$ cat src/rtl/multiplier_pkg.sv
// Shared definitions for the iterative shift-add multiplier: FSM state encoding
// and the number of states it uses.
package multiplier_pkg;

    typedef enum logic [1:0] {
        IDLE = 2'd0,
        CALC = 2'd1,
        DONE = 2'd2
    } state_t;

    localparam int NUM_STATES = 3;

endpackage

$ cat src/rtl/multiplier_iterative_dpath.sv
// Datapath of the iterative multiplier: operand shift registers, the accumulator
// and the iteration counter, sequenced by load/shift/add strobes from the FSM.
module multiplier_iterative_dpath
    import multiplier_pkg::*;
#(
    parameter int p_nbits = 32
) (
    input  logic               clk,
    input  logic               reset,
    input  logic               load_i,
    input  logic               shift_i,
    input  logic               add_i,
    input  logic [p_nbits-1:0] in0_i,
    input  logic [p_nbits-1:0] in1_i,
    output logic               b_lsb_o,
    output logic               count_done_o,
    output logic [p_nbits-1:0] result_o
);

    localparam int CW = $clog2(p_nbits);
    localparam logic [CW-1:0] LAST_COUNT = CW'(p_nbits - 1);

    logic [p_nbits-1:0] a_q, a_d;
    logic [p_nbits-1:0] b_q, b_d;
    logic [p_nbits-1:0] result_q, result_d;
    logic [CW-1:0]      count_q, count_d;

    always_ff @(posedge clk or negedge reset) begin
        if (!reset) begin
            a_q      <= '0;
            b_q      <= '0;
            result_q <= '0;
            count_q  <= '0;
        end else begin
            a_q      <= a_d;
            b_q      <= b_d;
            result_q <= result_d;
            count_q  <= count_d;
        end
    end

    always_comb begin
        a_d      = a_q;
        b_d      = b_q;
        result_d = result_q;
        count_d  = count_q;
        if (load_i) begin
            a_d      = in0_i;
            b_d      = in1_i;
            result_d = '0;
            count_d  = '0;
        end else if (shift_i) begin
            // Low bits of the product are sign-agnostic, so the carry out is simply dropped.
            if (add_i) begin
                result_d = result_q + a_q;
            end
            a_d     = a_q << 1;
            b_d     = b_q >> 1;
            count_d = count_q + CW'(1);
        end
    end

    assign b_lsb_o      = b_q[0];
    assign count_done_o = (count_q == LAST_COUNT);
    assign result_o     = result_q;

endmodule

$ cat src/rtl/multiplier_iterative.sv
// Iterative shift-add multiplier with val/rdy streams; control FSM on top of
// the datapath, one partial product per cycle for exactly p_nbits cycles.
module multiplier_iterative
    import multiplier_pkg::*;
#(
    parameter int p_nbits = 32
) (
    input  logic               clk,
    input  logic               reset,
    input  logic               istream_val,
    output logic               istream_rdy,
    input  logic [p_nbits-1:0] in0,
    input  logic [p_nbits-1:0] in1,
    output logic               ostream_val,
    input  logic               ostream_rdy,
    output logic [p_nbits-1:0] out
);

    state_t state_q, state_d;
    // Holds istream_rdy low while reset is asserted and until the first edge after release.
    logic   armed_q;

    logic load;
    logic shift;
    logic add;
    logic b_lsb;
    logic count_done;

    always_ff @(posedge clk or negedge reset) begin
        if (!reset) begin
            state_q <= IDLE;
            armed_q <= 1'b0;
        end else begin
            state_q <= state_d;
            armed_q <= 1'b1;
        end
    end

    assign istream_rdy = armed_q && (state_q == IDLE);
    assign ostream_val = (state_q == DONE);

    always_comb begin
        state_d = state_q;
        load    = 1'b0;
        shift   = 1'b0;
        case (state_q)
            IDLE: begin
                if (istream_val && istream_rdy) begin
                    load    = 1'b1;
                    state_d = CALC;
                end
            end
            CALC: begin
                shift = 1'b1;
                if (count_done) begin
                    state_d = DONE;
                end
            end
            DONE: begin
                if (ostream_rdy) begin
                    state_d = IDLE;
                end
            end
            default: state_d = IDLE;
        endcase
    end

    assign add = shift && b_lsb;

    multiplier_iterative_dpath #(
        .p_nbits(p_nbits)
    ) u_dpath (
        .clk          (clk),
        .reset        (reset),
        .load_i       (load),
        .shift_i      (shift),
        .add_i        (add),
        .in0_i        (in0),
        .in1_i        (in1),
        .b_lsb_o      (b_lsb),
        .count_done_o (count_done),
        .result_o     (out)
    );

endmodule

$ cat config.mk
export PLATFORM = sky130hd
export DESIGN_NAME = multiplier_iterative
export DESIGN_NICKNAME = d
export VERILOG_FILES = /design/src/rtl/multiplier_pkg.sv /design/src/rtl/multiplier_iterative_dpath.sv /design/src/rtl/multiplier_iterative.sv
export SDC_FILE = /design/constraint.sdc
export NUM_CORES = 1
export LEC_CHECK = 0
export CORE_ASPECT_RATIO = 2
export CORE_MARGIN = 1.5
export CORE_UTILIZATION = 55
export CTS_CLUSTER_DIAMETER = 100
export DETAILED_ROUTE_END_ITERATION = 8
export PLACE_DENSITY = 0.82
export SKIP_LAST_GASP = 1
export SLEW_MARGIN = 10
export SYNTH_ARGS = -nofsm -noshare
export SYNTH_HDL_FRONTEND = slang
export SYNTH_SLANG_ARGS = --single-unit
$ cat constraint.sdc
create_clock -name clk -period 5.4 [get_ports clk]
set_input_delay 1.62 -clock clk [delete_from_list [all_inputs] [get_ports clk]]
set_output_delay 1.62 -clock clk [all_outputs]
set_load 0.005 [all_outputs]
# After elaboration in Yosys (flattened, before gate mapping)
# Index checks and enable logic that the tools add are counted.
dict set report classes {
  n_mux 16
  n_addsub 2
  n_reduce_logical 8
  n_eq_ne 6
}
# operator count
set op_table {}
lappend op_table {{two-way mux 32 bit} 7}
lappend op_table {{adder 32 bit} 1}
lappend op_table {{two-way mux 5 bit} 2}
lappend op_table {{two-way mux 2 bit} 3}
lappend op_table {{case mux 2 bit (3 select lines)} 1}
lappend op_table {{adder 5 x 1 -> 5 bit (second input constant)} 1}
lappend op_table {{equality test 5 bit (second input constant)} 1}
lappend op_table {{inequality test 2 x 1 -> 1 bit (second input constant)} 2}
lappend op_table {{nonzero test 2 bit} 2}
lappend op_table {{logical AND 1 bit} 3}
lappend op_table {{two-way mux 1 bit} 3}
lappend op_table {{AND reduction 3 bit} 1}
lappend op_table {{equality test 2 x 1 -> 1 bit (second input constant)} 1}
lappend op_table {{equality test 2 bit (second input constant)} 1}
lappend op_table {{zero test 2 bit} 1}
lappend op_table {{inequality test 2 bit (second input constant)} 1}
lappend op_table {{AND reduction 2 bit} 1}
dict set report totals {
  reg_bits 104
  out_inout_bits 34
  inputBits 68
  word_cells 38
}

# Longest topological paths before layout
dict set report logic_depth {
  depth_word 7
  mapped_depth 10
  ltp_nobuf 10
}

# Hierarchy
# A second synthesis with hierarchy kept.
dict set report hier_totals {
  hier_cells 675
  hier_area_um2 6154.7
}
# mod instances cells_per_inst area_each_um2
set by_module_without_submodules {}
lappend by_module_without_submodules {multiplier_iterative_dpath 1 661 6008.3}
lappend by_module_without_submodules {multiplier_iterative 1 14 146.4}

# Worst setup path after synthesis
# Ideal clock, no wire load.
dict set report synth_path {
  path_type {input to register}
  startpoint {input port istream_val}
  endpoint {register u_dpath.a_q[18]}
  arrival_time_ns 2.586
  n_path_buf 3
  stages 6
  setup_slack_ns 2.748
  t_required_ns 5.334
  cell_sequence {and2_0 -> clkbuf_1 -> buf_1 -> buf_1 -> a22oi_1 -> nand2_1}
}
dict set report synth_via {
  elab_chain_len 4
}
# item line
set synth_lines {}
lappend synth_lines {{from (decl)} multiplier_iterative.sv:10} ;# input logic istream_val,
lappend synth_lines {{logical AND 1 bit (*)} multiplier_iterative.sv:48} ;# if (istream_val && istream_rdy) begin
lappend synth_lines {{two-way mux 1 bit (*)} multiplier_iterative.sv:48}
lappend synth_lines {{two-way mux 1 bit (*)} multiplier_iterative.sv:46} ;# case (state_q)
lappend synth_lines {{two-way mux 32 bit / nonzero test 2 bit (equally long branches)} --}
lappend synth_lines {{to (signal assigned)} multiplier_iterative_dpath.sv:30} ;# a_q <= '0;
lappend synth_lines {{to (signal assigned)} multiplier_iterative_dpath.sv:35} ;# a_q <= a_d;
lappend synth_lines {{to (decl)} multiplier_iterative_dpath.sv:23} ;# logic [p_nbits-1:0] a_q, a_d;
# Mark *: on every way between the ends. The rest lies on a longest branch, timed or not.
# A chain may end at the register's enable or synchronous reset.

# Final worst setup path
dict set report layout_path {
  startpoint {register state_q[1]}
  endpoint {output port istream_rdy}
}
dict set report layout_via {
  elab_chain_len 2
}
# item line
set layout_lines {}
lappend layout_lines {{from (decl)} multiplier_iterative.sv:19} ;# state_t state_q, state_d;
lappend layout_lines {{from (signal assigned)} multiplier_iterative.sv:34} ;# state_q <= state_d;
lappend layout_lines {{zero test 2 bit} multiplier_iterative.sv:39} ;# assign istream_rdy = armed_q && (state_q == IDLE);
lappend layout_lines {{logical AND 1 bit} multiplier_iterative.sv:39}
lappend layout_lines {{to (decl)} multiplier_iterative.sv:11} ;# output logic istream_rdy,
# Every way passes these cells.

==> reports/results.txt <==
run status: finished, final reports clean
RSZ-0062 raised after global routing: no
Internal Power: 2.53 mW
hold_ws: 509 ps
Syn Inst Count: 684
H-tree depth: 3
initial antenna violation count: 0
ANT nets after route: 0
total of max-cap violations: 0
TritonCTS clock tree: built
Synth area leaders: dfrtp_1, nand2_1, ha_1, a22oi_1, a31oi_1
Post-DP HPWL: 10.5 mm
startpoint type of the worst setup path: flop
most frequent cell after synthesis: nand2_1
largest net degree at the start of global routing: 72
starting density of the core: 56.6%
Yosys warnings: 0
sequential share of power: 32.1%
Slew HR: 40.5%
final worst-path cycle share: 65.1%
total CTS buffers: 9
met2 Use GR: 48.6%
Bufs on Longest Clock Path: 2
die width: 76.7 um
largest area contributor in the netlist: dfrtp_1
Final min period: 3520 ps
Hold Buf Count CTS: 0
flop-to-flop setup slack: 2200 ps
drt pass-1 iters: 7
fmax: 0.284 GHz
Slew @ Worst Pin: 893 ps
vias in the first global route: 5401
CTS clk-pin slew, worst paths: 70 ps
Logic pwr share: 51.5%
CTS Root Cell: clkbuf_16
drc violations: 0
post-CTS sizing: 0
First DRT Iteration DRCs: 365
asr flop ratio synth: 100%
RePlAce Congestion: 0.917
share of cells above drive strength 1: 4.71%
die height: 150 um
Worst Clk Skew: 7.64 ps
area of the mapped netlist: 5970 um^2
clk_lat worst skew: 350 ps
Clk network pwr share: 16.4%
Routed WL per cell: 16.5 um
GR met1 Demand/Resource: 30.5%
kind of critical path: reg2out
Hold Crit Class: reg2reg
total design power: 4.35 mW
setup TNS: 0 ps
#FFs+latches synth: 104
Inserted Diodes: 0
I/O pin cnt: 102
core area: 10500 um^2
sequential area share after synthesis: 43.6%
GRT met3 Usage: 3.52%
Die ar.: 11500 um^2
area growth from synthesis to layout: 23.6%
R2R cell count: 10
sw frac: 41.8%
postcts setup bufs: 0
layout net count: 861
Via density: 6.00
CP Capture Type: output port
leak pwr: 3.46 nW
Vias: 5407
total wire length: 14.9 mm
gr usage total: 26.7%
WHS Path Cells: 2
CTS Sinks: 104
Hold Fails Final Rpt: 0
arrival time at the worst endpoint: 1900 ps
sw power: 1.82 mW
Synth top cells by count: nand2_1, dfrtp_1, nor2_1, o21ai_0, nand3_1
gr ovfl total: 0
# rows: 53
syn_area_per_cell: 8.73 um^2
syn nets: 786
number of synthesized flops with an enable pin: 0
Synth top area share: 43.6%
Peak VDD IR: 0.000345 V
first-pass GRT wire length: 24.7 mm
Pwr Density: 589 nW/um^2
data required time at the worst endpoint: 3780 ps
Setup Viol. Count Final: 0
fin. max-slew vios: 0
post-synthesis cell type count: 53
crit-path max FO: 4
buffers added on ports: 101
predominant post-synthesis flop cell: dfrtp_1
most crowded layer after global routing: met2
[final cells by class]
cell class | instances | area [um^2]
multi-input cells | 530 | 3190
fillers | 838 | 3170
clock inverters | 7 | 101
inverters | 6 | 22.5
well taps | 137 | 171
repair buffers | 108 | 1060
flip-flops and latches | 104 | 2600
clock buffers | 9 | 225
[registers in the layout (all words and copies together) (netlist names)]
register	cells
armed_q	1
state_q	2
u_dpath.a_q	32
u_dpath.b_q	32
u_dpath.count_q	5
u_dpath.result_o	32
[worst paths after layout]
kind | startpoint | end
max in group asynchronous | reset | u_dpath.result_o[29]
min reg2reg | u_dpath.b_q[31] | u_dpath.b_q[31]
min | u_dpath.b_q[31] | u_dpath.b_q[31]
min in group asynchronous | reset | u_dpath.a_q[23]
max reg2reg | u_dpath.result_o[0] | u_dpath.result_o[26]
max | state_q[1] | istream_rdy
[cells by family after synthesis]
family          synth area share [%]
other cells                   0.0628
compound gates                  22.4
xor+xnor                        4.55
mux                            0.168
buf+inv                         3.21
fa+ha+maj                       7.25
simple gates                    18.7
flops                           43.6
[placed cells by master (no fill, tap or decap), drive strengths merged, types with 3 or more instances in the layout]
master and count:
and2 4, nor2 43, a211oi 4, ha 33, nand2 161, inv 8, nor2b 4, a21oi 29
o21bai 5, a21o 18, buf 8, clkdlybuf4s50 100, o21ai 43, xor2 16, dfrtp 104, xnor2 15
nand3 36, o21a 4, a221oi 3, nor3 3, and3 5, a211o 3, a31oi 36, clkbuf 9
a22oi 31, o31ai 4, nand4 5
[metrics by stage]
stage          setup slack, ps  std cells  cell area [um^2]  utilization, %
2_1_floorplan             2750        684              5970               -
3_3_place_gp              1780        885              7040            66.8
3_5_place_dp              1670        885              7040            66.8
4_1_cts                   1980        901              7370            69.9
5_1_grt                   1780        901              7380            70.0
6_report                  1880        901              7380            70.0
[metal layers]
| metal | vias up | routed length [um] |
|---|---|---|
| met5 | - | 0 |
| met4 | 0 | 546 |
| met3 | 59 | 633 |
| met2 | 190 | 8110 |
| met1 | 2583 | 5600 |
| li1 | 2575 | - |
[power groups by stage]
stage	registers [mW]	logic (mW)	clock network (mW)
finish	1.40	2.24	0.712
global route	1.44	2.50	0.754
CTS	1.39	2.23	0.723
detailed placement	1.40	2.21	0
global placement	1.39	2.13	0
floorplan	1.33	1.58	0
[critical path: stages, from the launching register on]
cell and delay [ps]:
dfrtp_1 430, nor3b_1 510, clkdlybuf4s50_1 610
Note: power is estimated with default switching activity, not from simulation.
